===== config.mk =====
export PLATFORM = sky130hd
export DESIGN_NAME = interrupt_arbiter_flat
export DESIGN_NICKNAME = d
export VERILOG_FILES = /design/src/rtl/interrupt_arbiter_if.sv /design/src/rtl/interrupt_arbiter.sv /design/src/flat_wrapper.sv
export SDC_FILE = /design/constraint.sdc
export NUM_CORES = 1
export LEC_CHECK = 0
export CORE_AREA = 8 8 58 60
export DETAILED_ROUTE_END_ITERATION = 10
export DIE_AREA = 0 0 66 68
export PLACE_DENSITY = 0.74
export SYNTH_ARGS = -nofsm -noshare
export SYNTH_HDL_FRONTEND = slang
export SYNTH_SLANG_ARGS = --single-unit
export TNS_END_PERCENT = 20

===== constraint.sdc =====
create_clock -name clk -period 1.6 [get_ports clk]
set_input_delay 0.4 -clock clk [delete_from_list [all_inputs] [get_ports clk]]
set_output_delay 0.4 -clock clk [all_outputs]
set_load 0.03 [all_outputs]

===== src/rtl/interrupt_arbiter_if.sv =====
// Bus between the interrupt arbiter and the pins/controller side: raw lines, mask
// write port, acknowledge, and the request/status outputs.
interface interrupt_arbiter_if #(
    parameter int NUM_SRC = 4,
    parameter int ID_W    = 2
);
    logic [NUM_SRC-1:0] IrqIn;
    logic               MaskWE;
    logic [NUM_SRC-1:0] MaskWD;
    logic               IntAck;
    logic               Interrupt;
    logic [ID_W-1:0]    IrqId;
    logic [NUM_SRC-1:0] Pending;
    logic [NUM_SRC-1:0] Mask;

    modport master (
        output IrqIn, MaskWE, MaskWD, IntAck,
        input  Interrupt, IrqId, Pending, Mask
    );

    modport slave (
        input  IrqIn, MaskWE, MaskWD, IntAck,
        output Interrupt, IrqId, Pending, Mask
    );
endinterface


===== src/rtl/interrupt_arbiter.sv =====
// Edge-latching, maskable, round-robin interrupt arbiter feeding a single
// Interrupt request line, with an ack-triggered holdoff before the next request.
module interrupt_arbiter #(
    parameter int NUM_SRC     = 4,
    parameter int ID_W        = 2,
    parameter int HOLDOFF_CYC = 2
) (
    input  logic               clk,
    input  logic               reset,
    interrupt_arbiter_if.slave bus
);
    typedef enum logic [1:0] {ST_IDLE, ST_ASSERT, ST_HOLDOFF} state_t;

    state_t             state_reg;
    logic [NUM_SRC-1:0] sync_reg;
    logic [NUM_SRC-1:0] sync_d_reg;
    logic [NUM_SRC-1:0] pending_reg;
    logic [NUM_SRC-1:0] mask_reg;
    logic [ID_W-1:0]    irq_id_reg;
    logic [ID_W-1:0]    last_served_reg;
    logic               irq_reg;
    logic [3:0]         count_reg;

    logic [NUM_SRC-1:0] edge_det;
    logic [NUM_SRC-1:0] ack_clr;
    logic [NUM_SRC-1:0] pending_next;
    logic [NUM_SRC-1:0] eligible;
    logic [ID_W-1:0]    winner;
    logic               ack_fire;

    assign edge_det = sync_reg & ~sync_d_reg;
    assign eligible = pending_reg & mask_reg;
    assign ack_fire = (state_reg == ST_ASSERT) && bus.IntAck;

    // A fresh edge on the source being acknowledged must survive the clear.
    genvar gi;
    generate
        for (gi = 0; gi < NUM_SRC; gi++) begin : g_pend
            assign ack_clr[gi]      = ack_fire && (irq_id_reg == ID_W'(gi));
            assign pending_next[gi] = edge_det[gi] | (pending_reg[gi] & ~ack_clr[gi]);
        end
    endgenerate

    // Scan downward so the closest candidate after last_served is written last.
    always_comb begin
        logic [ID_W-1:0] idx;
        winner = '0;
        idx    = '0;
        for (int k = NUM_SRC; k >= 1; k--) begin
            idx = ID_W'((int'(last_served_reg) + k) % NUM_SRC);
            if (eligible[idx]) begin
                winner = idx;
            end
        end
    end

    always_ff @(posedge clk) begin
        if (!reset) begin
            state_reg       <= ST_IDLE;
            sync_reg        <= '0;
            sync_d_reg      <= '0;
            pending_reg     <= '0;
            mask_reg        <= '0;
            irq_id_reg      <= '0;
            last_served_reg <= ID_W'(NUM_SRC - 1);
            irq_reg         <= 1'b0;
            count_reg       <= '0;
        end else begin
            sync_reg    <= bus.IrqIn;
            sync_d_reg  <= sync_reg;
            pending_reg <= pending_next;
            if (bus.MaskWE) begin
                mask_reg <= bus.MaskWD;
            end

            case (state_reg)
                ST_IDLE: begin
                    irq_reg <= 1'b0;
                    if (|eligible) begin
                        irq_id_reg <= winner;
                        irq_reg    <= 1'b1;
                        state_reg  <= ST_ASSERT;
                    end
                end
                ST_ASSERT: begin
                    if (bus.IntAck) begin
                        last_served_reg <= irq_id_reg;
                        irq_reg         <= 1'b0;
                        count_reg       <= 4'(HOLDOFF_CYC);
                        state_reg       <= (HOLDOFF_CYC == 0) ? ST_IDLE : ST_HOLDOFF;
                    end else if (!mask_reg[irq_id_reg]) begin
                        irq_reg   <= 1'b0;
                        state_reg <= ST_IDLE;
                    end
                end
                ST_HOLDOFF: begin
                    irq_reg <= 1'b0;
                    if (count_reg != 4'd0) begin
                        count_reg <= count_reg - 4'd1;
                    end
                    if (count_reg <= 4'd1) begin
                        state_reg <= ST_IDLE;
                    end
                end
                default: begin
                    irq_reg   <= 1'b0;
                    state_reg <= ST_IDLE;
                end
            endcase
        end
    end

    assign bus.Interrupt = irq_reg;
    assign bus.IrqId     = irq_id_reg;
    assign bus.Pending   = pending_reg;
    assign bus.Mask      = mask_reg;
endmodule


===== src/flat_wrapper.sv =====
// flat-port wrapper written by rule: the top's interface ports become plain ports
module interrupt_arbiter_flat 
#(
    parameter int NUM_SRC     = 4,
    parameter int ID_W        = 2,
    parameter int HOLDOFF_CYC = 2
)
  (clk, reset, bus_IrqIn, bus_MaskWE, bus_MaskWD, bus_IntAck, bus_Interrupt, bus_IrqId, bus_Pending, bus_Mask);
  interrupt_arbiter_if #(.NUM_SRC(NUM_SRC), .ID_W(ID_W)) bus_i ();
  input  logic clk;
  input  logic reset;
  input wire logic [$bits(bus_i.IrqIn)-1:0] bus_IrqIn;
  input wire logic [$bits(bus_i.MaskWE)-1:0] bus_MaskWE;
  input wire logic [$bits(bus_i.MaskWD)-1:0] bus_MaskWD;
  input wire logic [$bits(bus_i.IntAck)-1:0] bus_IntAck;
  output wire logic [$bits(bus_i.Interrupt)-1:0] bus_Interrupt;
  output wire logic [$bits(bus_i.IrqId)-1:0] bus_IrqId;
  output wire logic [$bits(bus_i.Pending)-1:0] bus_Pending;
  output wire logic [$bits(bus_i.Mask)-1:0] bus_Mask;
  assign bus_i.IrqIn = bus_IrqIn;
  assign bus_i.MaskWE = bus_MaskWE;
  assign bus_i.MaskWD = bus_MaskWD;
  assign bus_i.IntAck = bus_IntAck;
  assign bus_Interrupt = bus_i.Interrupt;
  assign bus_IrqId = bus_i.IrqId;
  assign bus_Pending = bus_i.Pending;
  assign bus_Mask = bus_i.Mask;
  interrupt_arbiter #(.NUM_SRC(NUM_SRC), .ID_W(ID_W), .HOLDOFF_CYC(HOLDOFF_CYC)) u_core (.clk(clk), .reset(reset), .bus(bus_i));
endmodule

==> flow_summary.ini, run 1 <==
[run_status]
outcome = finished clean

[timing]
hold_viol = 0
finalCritPeriodShare_pct = 95.82
worst_slew_pin_slew_ns = 0.3737
fin_crit_ns = 1.533
maxSlewViolCount = 0
slew_headroom_pct = 74.76
rsz0062_at_grt = no
timing.fmax_mhz = 652.3
setup_violations = 0
fin_worst_skew_ns = 0.01058

[pwr]
combPwrFrac_pct = 16.8
power_w = 0.001216
power_frac_seq_pct = 59.7
p_leak_nw = 0.6435
powerDensity_nw_per_um2 = 823.7
vdd_drop_max_mv = 0.5114
power_frac_clock_pct = 23.5
power.internal_w = 0.0008972
switching_share_pct = 26.23
power.switching_w = 0.0003189

[routing]
ant_nets = 0
drc = 0
vias_per_cell = 5.310
firstDrtPassIters = 4
num_vias = 993
wl_per_cell_um = 12.89
wl_um = 2411
first_iter_violations = 50

[finish]
most-common-layout-cells = 27 x dfxtp_1, 11 x nand2_1, 11 x clkdlybuf4s50_1
fin_util_pct = 57.50
layout-drive-gt1-share_pct = 8.974
antenna_cells = 0
final_common_cell = dfxtp_1
area_delta_synth_final_pct = 27.71
finalNetCount = 171

[floorplanning]
die_area_um2 = 4488
die_h_um = 68
coreArea_um2 = 2567
start_util_pct = 45.03
row_count = 19
io_pins = 23
die_w_um = 66

[setup_path]
critical_path_required_ns = 1.20
crit_buf_inv = 1
cp_cell_sequence = clkdlybuf4s15_1
end_kind = output port
cp.arrival_ns = 1.13
crit_type = reg -> out
reg2reg_depth = 5
start_kind = register
crit_cells = 1
slowest_stage = dfxtp_1
ff2ff_setup_slack_ns = 0.16
worst-path-max-fanout = 4
slowest_delay_ns = 0.42
path_delay_family = flip-flops

[clock_network]
cts_tree = yes
numCtsBuffers = 3
clockBufferDepth = 2
cts.clk_slew.worst_paths_ns = 0.15
clockRootBuffer = clkbuf_4
htree_num_levels = 1
cts.sinks = 27
cts_setup_buffers = 0
clock_latency_ns = 0.32
cts.hold.buffers_added = 0

[synthesis]
synth_nets = 139
synth.area.top_cells = dfxtp_1 47%, and2_1 4.9%, nor2b_1 3.8%, nand2_1 3.6%, mux2i_1 3.5%
seq_area_frac_synth_pct = 46.75
synthDistinctLibCells = 32
syn_area_um2 = 1156
ys_seq_elements = 27
synthCells = 125
yosysTopAreaCell = dfxtp_1
synth_area_per_cell_um2 = 9.249
yosysWarnings = 0
yosysTopAreaCellShare_pct = 46.75

[global_route]
first_global_vias = 938
antenna_found_initial = 0
overflow = 0
grt_start_max_net_pins = 22
grt_pass1_wl_um = 4202
track_usage_pct = 11.65

[placed_design]
dp_hpwl_um = 1880
port_buffers = 22
place_congestion = 0.8332

[worst_hold_path]
min_path_cells = 2
hold_class = reg -> reg

[run]
max-cap-violations = 0
==> through the flow <==
step	hold slack (ns)	instances	instance area [µm²]	worst slack (ns)	TNS [ns]
6_report	0.4507	187	1476	0.06691	0
5_1_grt	0.4780	187	1476	0.0003434	0
4_1_cts	0.4569	187	1478	0.003436	0
3_5_place_dp	0.4386	183	1464	-0.04880	-0.1211
3_3_place_gp	0.4315	183	1464	-0.01225	-0.02056
2_1_floorplan	0.4214	125	1156	0.2163	0
==> kinds of logic after synthesis <==
kind of cell | share of synthesized area (%)
simple gates | 22.73
compound gates | 19.59
flops | 46.75
buf+inv | 2.598
mux | 5.411
fa+ha+maj | 2.164
xor+xnor | 0.7577
==> tightest hold or removal path, cell delays in order (launching register included) <==
cell,delay (ns)
dfxtp_1,0.33
nand2_1,0.05
o21ai_1,0.05
==> area by class of cell <==
class,count,area [µm²]
clock buffers,3,22.52
clock inverters,1,5.005
inverters,5,18.77
fillers,251,1091
flip-flops and latches,27,540.5
multi-input cells,90,585.6
repair buffers,30,265.3
well taps,31,38.79
==> per-layer routing <==
metal  part of all wire, %  global-route usage [%]
met4                   1.4                   5.867
met5                     0                       0
met1                    44                   14.31
met2                    46                   18.51
met3                   8.1                   3.110
==> synthesized netlist by cell type (all sizes together) <==
| cell type | count |
|---|---|
| dfxtp | 27 |
| nand2 | 11 |
| and2 | 9 |
| a21oi | 7 |
| nor2b | 7 |
| nor2 | 6 |
| o21ai | 6 |
| a21boi | 5 |
| inv | 5 |
| mux2i | 4 |
| nand2b | 4 |
| o31ai | 4 |
| clkbuf | 3 |
| o21a | 3 |
| or3 | 3 |
| a41oi | 2 |
| and3 | 2 |
| ha | 2 |
| nand3b | 2 |
| o211ai | 2 |
| a211o | 1 |
| a21o | 1 |
| a22oi | 1 |
| a31oi | 1 |
| and3b | 1 |
| mux4 | 1 |
| nand3 | 1 |
| nor3b | 1 |
| o221ai | 1 |
| or2 | 1 |
| xor2 | 1 |
==> what timing repair did <==
| action | in CTS | in global routing |
|---|---|---|
| pin swaps | 0 | 0 |
| endpoints found under the setup margin | 11 | 3 |
| endpoints found under the hold margin | 0 | 0 |
| gates resized for setup | 11 | 4 |
| gates cloned | 0 | 0 |
==> worst paths after layout <==
check / start / end
worst max-delay path: u_core.bus.Mask[3] / bus_Mask[3]
worst min-delay path: u_core.bus.Interrupt / u_core.bus.Interrupt
worst max register to register: u_core.count_reg[0] / u_core.count_reg[3]
worst min register to register: u_core.bus.Interrupt / u_core.bus.Interrupt
==> power groups by stage <==
stage	Clock, W	Combinational, W	Sequential, W
6_report	0.000286	0.000204	0.000726
5_1_grt	0.000335	0.000221	0.000731
4_1_cts	0.000303	0.000205	0.000726
3_5_place_dp	0	0.000218	0.000742
3_3_place_gp	0	0.000214	0.000740
2_1_floorplan	0	0.0000721	0.000781
Power figures use the tool's default switching activity.
==> run 2, diff against run 1 <==
--- a/config.mk
+++ b/config.mk
@@ -5,10 +5,10 @@
 export SDC_FILE = /design/constraint.sdc
 export NUM_CORES = 1
 export LEC_CHECK = 0
-export CORE_AREA = 8 8 58 60
+export CORE_AREA = 8 8 56 58
 export DETAILED_ROUTE_END_ITERATION = 10
-export DIE_AREA = 0 0 66 68
-export PLACE_DENSITY = 0.74
+export DIE_AREA = 0 0 64 66
+export PLACE_DENSITY = 0.79
 export SYNTH_ARGS = -nofsm -noshare
 export SYNTH_HDL_FRONTEND = slang
 export SYNTH_SLANG_ARGS = --single-unit
==> constraint.sdc (replaced) <==
create_clock -name clk -period 1.8 [get_ports clk]
set_input_delay 0.45 -clock clk [delete_from_list [all_inputs] [get_ports clk]]
set_output_delay 0.45 -clock clk [all_outputs]
set_load 0.03 [all_outputs]
==> run 2 against run 1 <==
Against the previous run:
- first-iteration DRC count down 16%
- combinational power fell by 17%
- hold slack improved by 0.0061 ns
- die area down 5.9%
- final area fell by 1.8%
- clock power fell by 12%
- register-to-register slack better by 0.18 ns
- setup slack gained 0.085 ns
- sequential cell count unchanged
- via count is 2.9% lower
- critical endpoint is now bus_Mask[1]
- largest cell class unchanged
- largest power group unchanged
==> flow_summary.ini, run 2 (synthesized netlist as in run 1, its figures left out) <==
[finish]
layout-drive-gt1-share_pct = 5.921
most-common-layout-cells = 27 x dfxtp_1, 11 x nand2_1, 11 x clkdlybuf4s50_1
seqCellArea_um2 = 540.5
nFillCells = 211
finalNetCount = 167
multi_input_area_um2 = 585.6
instances_no_fill = 182
fin_util_pct = 62.51
area_delta_synth_final_pct = 25.43
final_common_cell = dfxtp_1
antenna_cells = 0

[setup_path]
cp.arrival_ns = 1.20
rr_startpoint = u_core.count_reg[0]
start_kind = register
end_kind = output port
crit_type = reg -> out
r2r-end = u_core.count_reg[3]
worst-path-max-fanout = 6
critical_path_required_ns = 1.35
reg2reg_depth = 5
path_delay_family = flip-flops
crit_buf_inv = 1
cp_cell_sequence = dlygate4sd2_1
ff2ff_setup_slack_ns = 0.34
slowest_delay_ns = 0.44
slowest_stage = dfxtp_1

[global_route]
grt_pass1_wl_um = 4091
antenna_found_initial = 0
first_global_vias = 969
grt_start_max_net_pins = 16
track_usage_pct = 11.91
overflow = 0

[clock_network]
clock_latency_ns = 0.32
cts.sinks = 27
numCtsBuffers = 3
cts_resized = 10
clockBufferDepth = 2
clockRootBuffer = clkbuf_4
cts_setup_buffers = 0
htree_num_levels = 1
cts_tree = yes
cts.hold.buffers_added = 0
cts.clk_slew.worst_paths_ns = 0.14

[routing]
wl_per_cell_um = 13.08
vias_per_cell = 5.297
first_iter_violations = 42
firstDrtPassIters = 4
ant_nets = 0
drc = 0
num_vias = 964
wl_um = 2381

[run_status]
outcome = finished clean

[timing]
timing.fmax_mhz = 606.8
rsz0062_at_grt = no
worst_hold_slack_ns = 0.4568
postLayoutSetupSlackWorst_ns = 0.1521
hold_viol = 0
setup_violations = 0
slew_headroom_pct = 77.08
finalCritPeriodShare_pct = 91.55
setup-tns-final_ns = 0
fin_crit_ns = 1.648
maxSlewViolCount = 0
worst_slew_pin_slew_ns = 0.3394
fin_worst_skew_ns = 0.009374

[pwr]
powerDensity_nw_per_um2 = 737.7
p_leak_nw = 0.6440
vdd_drop_max_mv = 0.5166

[placed_design]
port_buffers = 22
place_inst = 178
pre_cts_slack_ns = 0.08844
place_congestion = 0.8592
dp_hpwl_um = 1876

[worst_hold_path]
min-delay-start = u_core.bus.Interrupt
holdPathEnd = u_core.bus.Interrupt
min_path_cells = 2
hold_class = reg -> reg

[floorplanning]
row_count = 18
io_pins = 23
start_util_pct = 49.84
die_area_um2 = 4224
coreArea_um2 = 2320
die_w_um = 64
die_h_um = 66

[run]
max-cap-violations = 0
[run 2: cell types whose count changed in the layout (fill, tap and decap cells not counted)]
cell / change
buf_4: -4
dlymetal6s2s_1: +1
dlygate4sd2_1: +2
clkdlybuf4s15_1: -2
clkbuf_2: -1
[run 2: power by group]
part / internal [W] / switching, W / total (W)
registers: 0.000626 / 0.0000223 / 0.000649
logic: 0.0000812 / 0.0000877 / 0.000169
clock network: 0.0000832 / 0.000169 / 0.000252
total: 0.000791 / 0.000279 / 0.00107
[run 2: worst max path at each step]
stage / from / cells after the start / to
floorplan: u_core.bus.IrqId[0] / 3 / u_core.bus.Interrupt
global placement: bus_IntAck / 4 / u_core.count_reg[0]
detailed placement: bus_IntAck / 4 / u_core.count_reg[1]
CTS: u_core.bus.Interrupt / 1 / bus_Interrupt
global route: u_core.bus.Mask[0] / 1 / bus_Mask[0]
finish: u_core.bus.Mask[1] / 1 / bus_Mask[1]
[run 2: through the flow]
| stage | total power [W] | instance area, µm² |
|---|---|---|
| floorplan | 0.0007586 | 1156 |
| global placement | 0.0008392 | 1433 |
| detailed placement | 0.0008443 | 1433 |
| CTS | 0.001083 | 1448 |
| global route | 0.001124 | 1450 |
| finish | 0.001070 | 1450 |
[run 2: cell type report]
cell class | instances | area share [%]
timing repair buffer | 26 | 16.57
tap | 30 | 2.588
clock buffer | 3 | 1.553
inverter | 5 | 1.294
multi-input combinational | 90 | 40.38
sequential | 27 | 37.27
clock inverter | 1 | 0.3451
[run 2: per-layer routing]
metal  GRT usage [%]  vias to the layer above  share of wire, %  wire length, µm
met5               0                        -                 0                0
met4           5.571                        0               1.9               45
met3           3.729                        7               6.3              150
met2           21.08                       30                48             1141
met1           12.64                      434                44             1043
li1                -                      493                 -                -
==> run 3, diff against run 2 <==
--- a/config.mk
+++ b/config.mk
@@ -5,10 +5,11 @@
 export SDC_FILE = /design/constraint.sdc
 export NUM_CORES = 1
 export LEC_CHECK = 0
-export CORE_AREA = 8 8 56 58
+export CORE_AREA = 8 8 55 57
+export CTS_BUF_LIST = sky130_fd_sc_hd__clkbuf_4 sky130_fd_sc_hd__clkbuf_8
 export DETAILED_ROUTE_END_ITERATION = 10
-export DIE_AREA = 0 0 64 66
-export PLACE_DENSITY = 0.79
+export DIE_AREA = 0 0 63 65
+export PLACE_DENSITY = 0.82
 export SYNTH_ARGS = -nofsm -noshare
 export SYNTH_HDL_FRONTEND = slang
 export SYNTH_SLANG_ARGS = --single-unit
==> run 3 against run 2 <==
Against the previous run:
- sequential cell count is the same
- highest routed layer unchanged
- register-to-register slack gained 0.02 ns
- sequential power barely moved
- setup slack worse by 0.0084 ns
==> flow_summary.ini, run 3 (synthesized netlist as in run 1, its figures left out) <==
[floorplanning]
die_h_um = 65
start_util_pct = 53.81
io_pins = 23
coreArea_um2 = 2148
die_w_um = 63
die_area_um2 = 4095
row_count = 17

[placed_design]
place_inst = 176
port_buffers = 22
place_congestion = 0.9639
dp_hpwl_um = 1925

[finish]
antenna_cells = 0
finalNetCount = 167
layout-drive-gt1-share_pct = 5.921
most-common-layout-cells = 27 x dfxtp_1, 11 x nand2_1, 11 x clkdlybuf4s50_1
area_delta_synth_final_pct = 25.43
instances_no_fill = 180
final_common_cell = dfxtp_1

[routing]
num_vias = 1001
drc = 0
ant_nets = 0
firstDrtPassIters = 4
wl_um = 2560
wl_per_cell_um = 14.22
vias_per_cell = 5.561
first_iter_violations = 35

[setup_path]
start_kind = register
path_delay_family = flip-flops
cp_cell_sequence = dlygate4sd2_1
slowest_delay_ns = 0.45
slowest_stage = dfxtp_1
critical_path_required_ns = 1.35
worst-path-max-fanout = 5
crit_type = reg -> out
crit_buf_inv = 1
cp.arrival_ns = 1.21
end_kind = output port

[run_status]
outcome = finished clean

[timing]
worst_slew_pin_slew_ns = 0.3451
setup_violations = 0
hold_viol = 0
slew_headroom_pct = 76.69
finalCritPeriodShare_pct = 92.01
setup-tns-final_ns = 0
fin_worst_skew_ns = 0.003950
rsz0062_at_grt = no
fin_crit_ns = 1.656
worst_hold_slack_ns = 0.4546
timing.fmax_mhz = 603.8
maxSlewViolCount = 0

[clock_network]
numCtsBuffers = 3
cts_tree = yes
clock_latency_ns = 0.32
htree_num_levels = 1
cts.hold.buffers_added = 0
cts.sinks = 27
clockBufferDepth = 2
cts.clk_slew.worst_paths_ns = 0.14
cts_setup_buffers = 0
clockRootBuffer = clkbuf_4

[global_route]
grt_pass1_wl_um = 4505
first_global_vias = 1035
grt_start_max_net_pins = 15
overflow = 0
track_usage_pct = 13.41
antenna_found_initial = 0

[pwr]
vdd_drop_max_mv = 0.5630
powerDensity_nw_per_um2 = 757.4
p_leak_nw = 0.6447
power_w = 0.001098

[run]
max-cap-violations = 0

[worst_hold_path]
hold_class = reg -> reg
[run 3: cell type report]
cell class                 count  area (µm²)
multi-input combinational     90       585.6
tap                           28       35.03
fill                         175       698.2
clock buffer                   4       30.03
timing repair buffer          26       240.2
sequential                    27       540.5
inverter                       5       18.77
[run 3: routing by layer]
metal  up-vias  share of wire (%)  track usage (%)
li1        494                  -                -
met1       465                 43            13.87
met2        33                 49            24.20
met3         9                5.8            4.124
met4         0                2.4            6.553
met5         -                  0                0
[run 3: timing repair]
action                                 in CTS  in global routing
setup endpoints to repair                  10                  1
resized for setup                          10                  1
endpoints found under the hold margin       0                  0
cloned                                      0                  0
[run 3: worst paths after layout]
| kind | slack [ns] | cells past startpoint | startpoint | end |
|---|---|---|---|---|
| max | 0.14 | 1 | u_core.bus.Pending[1] | bus_Pending[1] |
| min reg2reg | 0.45 | 2 | u_core.bus.Interrupt | u_core.bus.Interrupt |
| max reg2reg | 0.36 | 5 | u_core.count_reg[0] | u_core.count_reg[3] |
| min | 0.45 | 2 | u_core.bus.Interrupt | u_core.bus.Interrupt |
[run 3: report_power, final]
| part | internal [W] | switching [W] | total, W |
|---|---|---|---|
| Clock | 0.000102 | 0.000175 | 0.000277 |
| Sequential | 0.000627 | 0.0000239 | 0.000650 |
| Combinational | 0.0000812 | 0.0000900 | 0.000171 |
[run 3: through the flow]
stage | worst slack [ns] | util [%] | area, µm²
after floorplan | 0.4163 | - | 1156
final | 0.1437 | 67.50 | 1450
after CTS | 0.00004241 | 67.38 | 1448
after global routing | 0.09545 | 67.50 | 1450
after global placement | 0.1180 | 66.57 | 1430
after detailed placement | 0.09212 | 66.57 | 1430
